==> src/rtl/aether_pkg.sv <==
// Shared types for the aether_engine command front-end: command word layout,
// opcode / task / reset sub-code encodings and a bypass-detect helper.
package aether_pkg;

  localparam int CmdWidth = 24;
  localparam int ArgWidth = 16;

  typedef enum logic [3:0] {
    NOP        = 4'h0,
    RESET      = 4'h1,
    WRITE_REG  = 4'h2,
    READ_REG   = 4'h3,
    START_TASK = 4'h4
  } opcode_e;

  typedef enum logic [3:0] {
    LOAD_CONV_WEIGHTS = 4'h0,
    LOAD_CONV_DATA    = 4'h1,
    RUN_CONV          = 4'h2,
    RUN_DENSE         = 4'h3,
    WRITE_TO_MEM      = 4'h4,
    READ_FROM_MEM     = 4'h5
  } task_e;

  typedef enum logic [3:0] {
    RST_ALL          = 4'h0,
    RST_CONV         = 4'h1,
    RST_CONV_WEIGHTS = 4'h2,
    TASK_RAM         = 4'h3
  } rst_e;

  // Fields are plain bit vectors so that unknown opcodes survive the queue
  // and can be discarded by the decoder.
  typedef struct packed {
    logic [3:0]  opcode;
    logic [3:0]  sub;
    logic [15:0] arg;
  } cmd_t;

  // RESET/RST_ALL skips the queue and takes effect immediately.
  function automatic logic is_rst_all(input cmd_t c);
    return (c.opcode == RESET) && (c.sub == RST_ALL);
  endfunction

endpackage

==> src/rtl/aether_cmd_fifo.sv <==
// Synchronous command FIFO with flush. The head entry is presented
// combinationally so the decoder can capture it in the same edge it pops.
// full/empty are flops computed from the next occupancy.
module aether_cmd_fifo
  import aether_pkg::*;
#(
  parameter int Depth = 8
) (
  input  logic clk,
  input  logic srst,
  input  logic flush,
  input  logic push,
  input  cmd_t push_data,
  input  logic pop,
  output cmd_t pop_data,
  output logic full,
  output logic empty
);

  localparam int PtrW = $clog2(Depth);
  localparam int CntW = PtrW + 1;

  cmd_t            mem [Depth];
  logic [PtrW-1:0] wr_ptr_reg;
  logic [PtrW-1:0] rd_ptr_reg;
  logic [CntW-1:0] count_reg;
  logic [CntW-1:0] count_next;
  logic            full_reg;
  logic            empty_reg;
  logic            do_pop;
  logic            do_push;

  // A pop in the same cycle frees a slot, so a push into a full FIFO still lands.
  assign do_pop  = pop && !empty_reg;
  assign do_push = push && (!full_reg || do_pop);

  // Next occupancy drives the registered full/empty flags.
  always_comb begin
    count_next = count_reg;
    if (flush) begin
      count_next = '0;
    end else begin
      count_next = count_reg + CntW'(do_push) - CntW'(do_pop);
    end
  end

  // Storage write; pointers wrap naturally because Depth is a power of two.
  always_ff @(posedge clk) begin
    if (do_push && !flush) begin
      mem[wr_ptr_reg] <= push_data;
    end
  end

  // Pointer, count and flag state.
  always_ff @(posedge clk) begin
    if (srst || flush) begin
      wr_ptr_reg <= '0;
      rd_ptr_reg <= '0;
      count_reg  <= '0;
      full_reg   <= 1'b0;
      empty_reg  <= 1'b1;
    end else begin
      if (do_push) wr_ptr_reg <= wr_ptr_reg + 1'b1;
      if (do_pop)  rd_ptr_reg <= rd_ptr_reg + 1'b1;
      count_reg <= count_next;
      full_reg  <= (count_next == CntW'(Depth));
      empty_reg <= (count_next == '0);
    end
  end

  assign pop_data = mem[rd_ptr_reg];
  assign full     = full_reg;
  assign empty    = empty_reg;

endmodule

==> src/rtl/aether_cmd_decoder.sv <==
// Host command front-end: queues non-NOP command words and dispatches them
// one at a time to the register file, reset fabric and task units.
// RESET/RST_ALL bypasses the queue and aborts everything in flight.
module aether_cmd_decoder
  import aether_pkg::*;
#(
  parameter int CmdFifoDepth = 8,
  parameter int ArgWidth     = 16
) (
  input  logic                clk_i,
  input  logic                rst_i,
  input  logic [CmdWidth-1:0] cmd_i,
  output logic                buffer_full_o,
  output logic                overflow_o,
  output logic [3:0]          rst_sel_o,
  output logic                rst_pulse_o,
  output logic                reg_wr_en_o,
  output logic [3:0]          reg_addr_o,
  output logic [ArgWidth-1:0] reg_wr_data_o,
  output logic                reg_rd_en_o,
  input  logic [ArgWidth-1:0] reg_rd_data_i,
  output logic [ArgWidth-1:0] data_o,
  output logic                task_valid_o,
  output logic [3:0]          task_id_o,
  output logic [ArgWidth-1:0] task_arg_o,
  input  logic                task_ready_i,
  input  logic                task_done_i,
  output logic                interrupt_o
);

  typedef enum logic [2:0] {IDLE, EXEC, DISPATCH, BUSY, RD_WAIT} state_e;

  state_e              state_reg;
  cmd_t                cmd_reg;
  cmd_t                cmd_in;
  cmd_t                fifo_head;
  logic                fifo_full;
  logic                fifo_empty;
  logic                fifo_push;
  logic                fifo_pop;
  logic                bypass;
  logic                drop;
  logic                overflow_reg;
  logic [3:0]          rst_sel_reg;
  logic                rst_pulse_reg;
  logic                reg_wr_en_reg;
  logic [3:0]          reg_addr_reg;
  logic [ArgWidth-1:0] reg_wr_data_reg;
  logic                reg_rd_en_reg;
  logic [ArgWidth-1:0] data_reg;
  logic                task_valid_reg;
  logic [3:0]          task_id_reg;
  logic [ArgWidth-1:0] task_arg_reg;
  logic                interrupt_reg;

  assign cmd_in    = cmd_i;
  assign bypass    = is_rst_all(cmd_in);
  assign fifo_push = (cmd_in != '0) && !bypass;
  assign fifo_pop  = (state_reg == IDLE) && !fifo_empty && !bypass;
  assign drop      = fifo_push && fifo_full && !fifo_pop;

  aether_cmd_fifo #(
    .Depth(CmdFifoDepth)
  ) u_fifo (
    .clk      (clk_i),
    .srst     (rst_i),
    .flush    (bypass),
    .push     (fifo_push),
    .push_data(cmd_in),
    .pop      (fifo_pop),
    .pop_data (fifo_head),
    .full     (fifo_full),
    .empty    (fifo_empty)
  );

  // Decoder FSM with every output registered; the bypass reset overrides all handshakes.
  always_ff @(posedge clk_i) begin
    if (rst_i) begin
      state_reg       <= IDLE;
      cmd_reg         <= '0;
      overflow_reg    <= 1'b0;
      rst_sel_reg     <= '0;
      rst_pulse_reg   <= 1'b0;
      reg_wr_en_reg   <= 1'b0;
      reg_addr_reg    <= '0;
      reg_wr_data_reg <= '0;
      reg_rd_en_reg   <= 1'b0;
      data_reg        <= '0;
      task_valid_reg  <= 1'b0;
      task_id_reg     <= '0;
      task_arg_reg    <= '0;
      interrupt_reg   <= 1'b0;
    end else if (bypass) begin
      state_reg      <= IDLE;
      overflow_reg   <= 1'b0;
      rst_sel_reg    <= RST_ALL;
      rst_pulse_reg  <= 1'b1;
      reg_wr_en_reg  <= 1'b0;
      reg_rd_en_reg  <= 1'b0;
      task_valid_reg <= 1'b0;
      interrupt_reg  <= 1'b0;
    end else begin
      rst_pulse_reg <= 1'b0;
      reg_wr_en_reg <= 1'b0;
      reg_rd_en_reg <= 1'b0;
      interrupt_reg <= 1'b0;
      if (drop) overflow_reg <= 1'b1;
      case (state_reg)
        IDLE: begin
          if (!fifo_empty) begin
            cmd_reg   <= fifo_head;
            state_reg <= EXEC;
          end
        end
        EXEC: begin
          state_reg <= IDLE;
          case (cmd_reg.opcode)
            WRITE_REG: begin
              reg_wr_en_reg   <= 1'b1;
              reg_addr_reg    <= cmd_reg.sub;
              reg_wr_data_reg <= cmd_reg.arg;
            end
            READ_REG: begin
              reg_rd_en_reg <= 1'b1;
              reg_addr_reg  <= cmd_reg.sub;
              state_reg     <= RD_WAIT;
            end
            RESET: begin
              rst_pulse_reg <= 1'b1;
              rst_sel_reg   <= cmd_reg.sub;
            end
            START_TASK: begin
              // Sub-codes past the last task unit are discarded like unknown opcodes.
              if (cmd_reg.sub <= READ_FROM_MEM) begin
                task_valid_reg <= 1'b1;
                task_id_reg    <= cmd_reg.sub;
                task_arg_reg   <= cmd_reg.arg;
                state_reg      <= DISPATCH;
              end
            end
            default: ;
          endcase
        end
        RD_WAIT: begin
          data_reg  <= reg_rd_data_i;
          state_reg <= IDLE;
        end
        DISPATCH: begin
          if (task_ready_i) begin
            task_valid_reg <= 1'b0;
            state_reg      <= BUSY;
          end
        end
        BUSY: begin
          if (task_done_i) begin
            interrupt_reg <= 1'b1;
            state_reg     <= IDLE;
          end
        end
        default: state_reg <= IDLE;
      endcase
    end
  end

  assign buffer_full_o = fifo_full;
  assign overflow_o    = overflow_reg;
  assign rst_sel_o     = rst_sel_reg;
  assign rst_pulse_o   = rst_pulse_reg;
  assign reg_wr_en_o   = reg_wr_en_reg;
  assign reg_addr_o    = reg_addr_reg;
  assign reg_wr_data_o = reg_wr_data_reg;
  assign reg_rd_en_o   = reg_rd_en_reg;
  assign data_o        = data_reg;
  assign task_valid_o  = task_valid_reg;
  assign task_id_o     = task_id_reg;
  assign task_arg_o    = task_arg_reg;
  assign interrupt_o   = interrupt_reg;

endmodule

==> config.mk <==
export PLATFORM = sky130hd
export DESIGN_NAME = aether_cmd_decoder
export DESIGN_NICKNAME = d
export VERILOG_FILES = /design/src/rtl/aether_pkg.sv /design/src/rtl/aether_cmd_fifo.sv /design/src/rtl/aether_cmd_decoder.sv
export SDC_FILE = /design/constraint.sdc
export NUM_CORES = 1
export LEC_CHECK = 0
export ABC_AREA = 1
export CAP_MARGIN = 20
export CORE_ASPECT_RATIO = 0.75
export CORE_MARGIN = 3
export CORE_UTILIZATION = 30
export CTS_CLUSTER_SIZE = 12
export DETAILED_ROUTE_END_ITERATION = 12
export PLACE_DENSITY = 0.55
export SLEW_MARGIN = 40
export SYNTH_ARGS = -nofsm -noshare
export SYNTH_HDL_FRONTEND = slang
export SYNTH_SLANG_ARGS = --single-unit
==> constraint.sdc <==
create_clock -name clk_i -period 3.2 [get_ports clk_i]
set_clock_uncertainty 0.05 [all_clocks]
set_input_delay 0.64 -clock clk_i [delete_from_list [all_inputs] [get_ports clk_i]]
set_output_delay 0.64 -clock clk_i [all_outputs]
set_load 0.005 [all_outputs]
; Word level (Yosys, flattened, before mapping)
; Memories as Yosys holds them, arrays and structs flattened. A register that Yosys moved wholly into a read port is not among the register bits.
; Index checks and enable logic that the tools add are counted.
[op_classes]
n_mul = 0
reduce_logical = 32
mux = 19
eq_ne = 15
n_shift = 0
n_div = 0
bitwise = 4
magnitude_cmp = 1
n_addsub = 4
[ops]
columns = op, n
row1 = $reduce_bool A24 Y1, 1
row2 = $pmux W3 S4, 1
row3 = $reduce_and A3 Y1, 4
row4 = $mux W1, 11
row5 = $ne A2 B2 Y1 const B, 5
row6 = $logic_and A1 B1 Y1, 9
row7 = $mux W3, 3
row8 = $eq A4 B1 Y1 const B, 2
row9 = $eq A4 B2 Y1 const B, 2
row10 = $logic_not A4 Y1, 2
row11 = $reduce_and A4 Y1, 2
row12 = $add A3 B1 Y3 const B, 2
row13 = $eq A3 B2 Y1 const B, 2
row14 = $pmux W3 S2, 1
row15 = $reduce_or A3 Y1, 2
row16 = $add A4 B1 Y4, 1
row17 = $eq A4 B3 Y1 const B, 1
row18 = $eq A4 B4 Y1 const B, 1
row19 = $le A4 B3 Y1 const B, 1
row20 = $logic_not A1 Y1, 4
row21 = $mux W4, 1
row22 = $not A1 Y1, 4
row23 = $reduce_and A2 Y1, 2
row24 = $reduce_or A2 Y1, 2
row25 = other kinds (8), 9
[totals]
elab_cells = 94
latch_bits = 0
ff_bits = 81
input_bits = 44
memories = 1
ramBits = 192
romBits = 0
[mem_list]
columns = memory, depth, width, rd, rd_clocked_by_memory_dff, write_ports, line_no
row1 = u_fifo.mem, 8, 24, 1, 1, 1, aether_cmd_fifo.sv:23  ; cmd_t mem [Depth];

; Depth between registers and ports, before layout
[depth]
depth_word = 11
ltp_mapped = 16
ltp_nobuf = 15

; By module
; A second synthesis with hierarchy kept.
[hier_totals]
cells_unflattened = 1204
area_unflattened_um2 = 11941.5
[modules_own_cells]
columns = mod, cells_each, n_inst, seq_area_each_um2, area_per_inst_um2
row1 = aether_cmd_fifo, 740, 1, 6065.8, 8383.0
row2 = aether_cmd_decoder, 464, 1, 1861.8, 3558.4

; Worst setup path after synthesis
; No wires, ideal clock.
[synth_path]
path_type = input port to flip-flop
startpoint = input cmd_i[23]
endpoint = register u_fifo.empty_reg (netlist: u_fifo.empty)
arrival_ns = 2.681
setup_slack_ns = 0.395
required_time_ns = 3.076
setup_ns = 0.074
cell_stages = 15
cell_sequence = nor2_1 inv_1 nor2_1 nand2_2 nand2_4 inv_4 buf_2 ha_1 inv_1 ha_1 fa_1 xor2_1 inv_1 nand3_1 o21ai_0
[synth_between]
elab_chain_len = 11
elab_cells_between_ends = 14
cone_classes = add/sub (2) / eq/ne (1) / mux (1) / reduce/logical (10)
[synth_rtl]
columns = item, line_no
row1 = from (decl), aether_cmd_decoder.sv:12  ; input logic [CmdWidth-1:0] cmd_i,
row2 = $eq A4 B1 Y1 *, aether_pkg.sv:42  ; return (c.opcode == RESET) && (c.sub == RST_ALL);
row3 = $logic_and A1 B1 Y1 *, aether_pkg.sv:42
row4 = $logic_not A1 Y1 *, aether_cmd_decoder.sv:59  ; assign fifo_pop = (state_reg == IDLE) && !fifo_empty && !bypass;
row5 = $logic_and A1 B1 Y1 *, aether_cmd_decoder.sv:59
row6 = $logic_and A1 B1 Y1 *, aether_cmd_fifo.sv:34  ; assign do_pop = pop && !empty_reg;
row7 = net u_fifo.do_pop, aether_cmd_fifo.sv:30  ; logic do_pop;
row8 = $logic_or A1 B1 Y1, aether_cmd_fifo.sv:35  ; assign do_push = push && (!full_reg || do_pop);
row9 = $logic_and A1 B1 Y1, aether_cmd_fifo.sv:35
row10 = $add A4 B1 Y4, aether_cmd_fifo.sv:43  ; count_next = count_reg + CntW'(do_push) - CntW'(do_pop);
row11 = $sub A4 B1 Y4 *, aether_cmd_fifo.sv:43
row12 = $mux W4 *, aether_cmd_fifo.sv:40  ; if (flush) begin
row13 = $logic_not A4 Y1 *, aether_cmd_fifo.sv:67  ; empty_reg <= (count_next == '0);
row14 = to (signal assigned), aether_cmd_fifo.sv:67
row15 = to (decl), aether_cmd_fifo.sv:29  ; logic empty_reg;
; Mark *: on every way through the listed nets, which the timed path passes. The rest lies on a longest branch.
; A chain may end at the register's enable or synchronous reset.

; Worst setup path after layout
[layout_path]
startpoint = input cmd_i[15]
endpoint = register u_fifo.empty_reg (netlist: u_fifo.empty)
[layout_between]
elab_chain_len = 7
[layout_rtl]
columns = item, line_no
row1 = $reduce_bool A24 Y1, aether_cmd_decoder.sv:58  ; assign fifo_push = (cmd_in != '0) && !bypass;
row2 = $logic_and A1 B1 Y1, aether_cmd_decoder.sv:58
row3 = $logic_and A1 B1 Y1, aether_cmd_fifo.sv:35
row4 = $add A4 B1 Y4, aether_cmd_fifo.sv:43
row5 = $sub A4 B1 Y4, aether_cmd_fifo.sv:43
row6 = $mux W4, aether_cmd_fifo.sv:40
row7 = $logic_not A4 Y1, aether_cmd_fifo.sv:67
; No other way between the ends.

==> results.cfg <==
[run_status]
status = complete, no violations

[clock_network]
cts_setup_buffers = 0
worstSkewPairLatency_ns = 0.55
cts-hold-fix-buffers = 0
h-tree-depth = 1
cts_sinks = 297
ctsResizeCount = 0
cts_tree = built
cts-buffers-inserted = 30
clk_pin_slew_worst_paths_ns = 0.06
clock-root-buffer = clkbuf_16
ctsLongestPathBuffers = 3

[power]
p_int_mw = 8.076
p_per_area_nw_per_um2 = 836.7
peakVddDrop_uv = 427.3
switching_share = 0.3302
power_switching_mw = 3.981
seqPwrFrac = 0.438
power.leakage_nw = 4.938
pwr-share-comb = 0.284
p_clk_frac = 0.278

[global_route]
grt_pass1_vias = 7609
grt_util_all_layers = 0.1418
grt_pass1_wl_mm = 45.02
gr-total-overflow = 0
antenna_found_initial = 1
grt_max_degree = 74

[floorplanning]
core_area_um2 = 37470
io_pins = 111
fp.dieH_um = 175.7
initial_core_util = 0.3073
die-area_um2 = 40800
rows = 61
die_w_um = 232.2

[yosys]
synth_area_um2 = 11520
ys_ff_latch = 297
avgSynthCellArea_um2 = 11.24
synthCells = 1025
synth_area_leader_cell = edfxtp_1
yosysUniqueCellTypes = 37
syn_nets = 1076
synth_area_leaders = edfxtp_1 50%, dfxtp_1 18%, o21ai_0 6.2%
yosysSeqAreaShare = 0.6832
synth_top_area_frac = 0.5007
yosys_warnings = 0

[setup_path]
arrival_ns = 3.09
criticalPathCategory = input pin to flop
r2r-start = state_reg[1]$_SDFFE_PP0P_
cp_max_fo = 2
reg2reg_to = u_fifo.empty$_SDFF_PP1_
rrSetupSlack_ns = 0.79
r2r_cells = 13
startpoint = cmd_i[15]
cp.required_ns = 3.63
crit_path_start_kind = input pin
crit_path_end = u_fifo.empty$_SDFF_PP1_
end_kind = flop

[timing]
rsz0062_at_grt = false
worst_pin_slew_ns = 0.8236
finalWorstSetupSlack_ns = 0.5349
fmax_mhz = 375.2
fin_crit_ns = 2.665
max-slew-margin-rel = 0.4509
final-hold-violation-count = 0
setup_viol_count_final = 0
hold_slack_ns = 0.3959
finalCritPeriodShare = 0.8329
drv_slew = 0

[drt]
num_vias = 7948
totalWireLength_mm = 29.11
drtAntennaViolNets = 0
drtIter0Drc = 687
drtPass1Iterations = 5
wl_per_cell_um = 17.20
viasPerCell = 4.697
drc = 0

[placement]
port_buffers = 110
gp_congestion = 0.7434
preCtsSetupSlack_ns = -0.07380
dpl.hpwl_mm = 18.11
dpl-instance-area_um2 = 13470

[finish]
antenna_cells = 0
largest_reg_flops = 192
final_util = 0.3845
nets = 1217
drive_gt1_frac = 0.1136
area_growth_pct = 25.13
fin_area_um2 = 14410

[worst_hold_path]
hold-path-cell-count = 2
hold_path.class = flop to flop

[flow_run]
cap_violations = 0
[cells in the final DEF, fill, tap and decap left out, types with 2 or more instances in the layout]
cell type / instances
nand2_1: 47
inv_2: 4
a21oi_1: 75
edfxtp_1: 192
nand2_4: 5
o211ai_1: 24
clkdlybuf4s50_1: 110
clkbuf_2: 2
ha_1: 6
nor4_1: 2
clkbuf_8: 7
xor2_1: 4
nor3_1: 17
nand2_2: 2
nand3_4: 2
clkbuf_16: 31
dfxtp_1: 103
nor2_2: 9
o21ai_0: 143
o22ai_1: 24
nand3_1: 26
nor2_4: 2
o21ai_1: 47
nor2_1: 171
inv_4: 2
nand4_1: 3
clkbuf_1: 12
buf_4: 52
inv_1: 43
buf_12: 9
dfxtp_2: 2
[worst min path at each step]
stage                                  startpoint                             to  slack, ns
floorplan           reg_wr_data_o[0]$_SDFFE_PP0P_  reg_wr_data_o[0]$_SDFFE_PP0P_       0.39
global placement    reg_wr_data_o[3]$_SDFFE_PP0P_  reg_wr_data_o[3]$_SDFFE_PP0P_       0.39
detailed placement      task_id_o[3]$_SDFFE_PP0P_      task_id_o[3]$_SDFFE_PP0P_       0.39
CTS                     task_id_o[3]$_SDFFE_PP0P_      task_id_o[3]$_SDFFE_PP0P_       0.40
global route        reg_wr_data_o[2]$_SDFFE_PP0P_  reg_wr_data_o[2]$_SDFFE_PP0P_       0.42
finish                  task_id_o[3]$_SDFFE_PP0P_      task_id_o[3]$_SDFFE_PP0P_       0.40
[synthesized netlist by cell type]
| master | instances |
|---|---|
| edfxtp_1 | 192 |
| nor2_1 | 175 |
| o21ai_0 | 143 |
| dfxtp_1 | 105 |
| a21oi_1 | 75 |
| nand2_1 | 47 |
| o21ai_1 | 47 |
| inv_1 | 44 |
| nand3_1 | 26 |
| clkbuf_1 | 25 |
| o211ai_1 | 24 |
| o22ai_1 | 24 |
| nor3_1 | 17 |
| buf_2 | 16 |
| buf_6 | 12 |
| ha_1 | 6 |
| buf_4 | 5 |
| nand2_4 | 5 |
| nor2_2 | 5 |
| buf_1 | 4 |
| xor2_1 | 4 |
| inv_2 | 3 |
| nand4_1 | 3 |
| nand2_2 | 2 |
| nand3_4 | 2 |
| nor2_4 | 2 |
| nor4_1 | 2 |
| a21o_1 | 1 |
| clkinv_1 | 1 |
| clkinv_2 | 1 |
| fa_1 | 1 |
| inv_4 | 1 |
| inv_6 | 1 |
| nand3_2 | 1 |
| nor2_8 | 1 |
| nor3_4 | 1 |
| o221ai_1 | 1 |
[final cells by class]
| type | count | area (µm²) |
|---|---|---|
| Timing Repair Buffer | 171 | 1672 |
| Tap cell | 504 | 630.6 |
| Inverter | 51 | 200.2 |
| Clock buffer | 52 | 927.1 |
| Multi-Input combinational cell | 615 | 3097 |
| Sequential cell | 297 | 7870 |
| Fill cell | 3630 | 23060 |
| Clock inverter | 2 | 13.76 |
[critical path, cell delays in order]
cell             delay, ns
clkdlybuf4s50_1       0.42
nor2_1                0.28
nand2_1               0.18
nor2_1                0.11
nand3_1               0.15
nand3_2               0.13
inv_2                 0.04
ha_1                  0.22
fa_1                  0.44
xor2_1                0.17
inv_1                 0.07
nand3_1               0.08
o21ai_0               0.15
[metal layers]
metal / global-route usage / share of wire / vias up
met5: 0 / 0 / -
met4: 0.03148 / 0.020 / 0
met3: 0.02610 / 0.045 / 41
met2: 0.2167 / 0.45 / 149
met1: 0.2091 / 0.48 / 3841
li1: - / - / 3917
[per-stage QoR]
stage / power, mW / cells / TNS (ns)
3_5_place_dp: 8.835 / 1638 / -0.07849
4_1_cts: 12.21 / 1692 / 0
6_report: 12.06 / 1692 / 0
5_1_grt: 12.83 / 1692 / 0
3_3_place_gp: 8.789 / 1638 / 0
2_1_floorplan: 7.509 / 1025 / 0
[power by group through the flow]
stage                     logic, mW  clock network, mW  registers [mW]
after floorplan                2.26                  0            5.25
after global placement         3.44                  0            5.35
after detailed placement       3.48                  0            5.36
after CTS                      3.49               3.44            5.28
after global routing           3.87               3.60            5.35
final                          3.42               3.36            5.28
[kinds of logic (layout without fill, tap and decap cells)]
group / count (synthesis) / in the layout / share of synthesized area
xor+xnor: 4 / 4 / 0.003042
fa+ha+maj: 7 / 7 / 0.008257
buf+inv: 113 / 276 / 0.04878
simple gates: 289 / 289 / 0.1115
compound gates: 315 / 315 / 0.1453
flops: 297 / 297 / 0.6832
(Power assumes the default switching activity.)
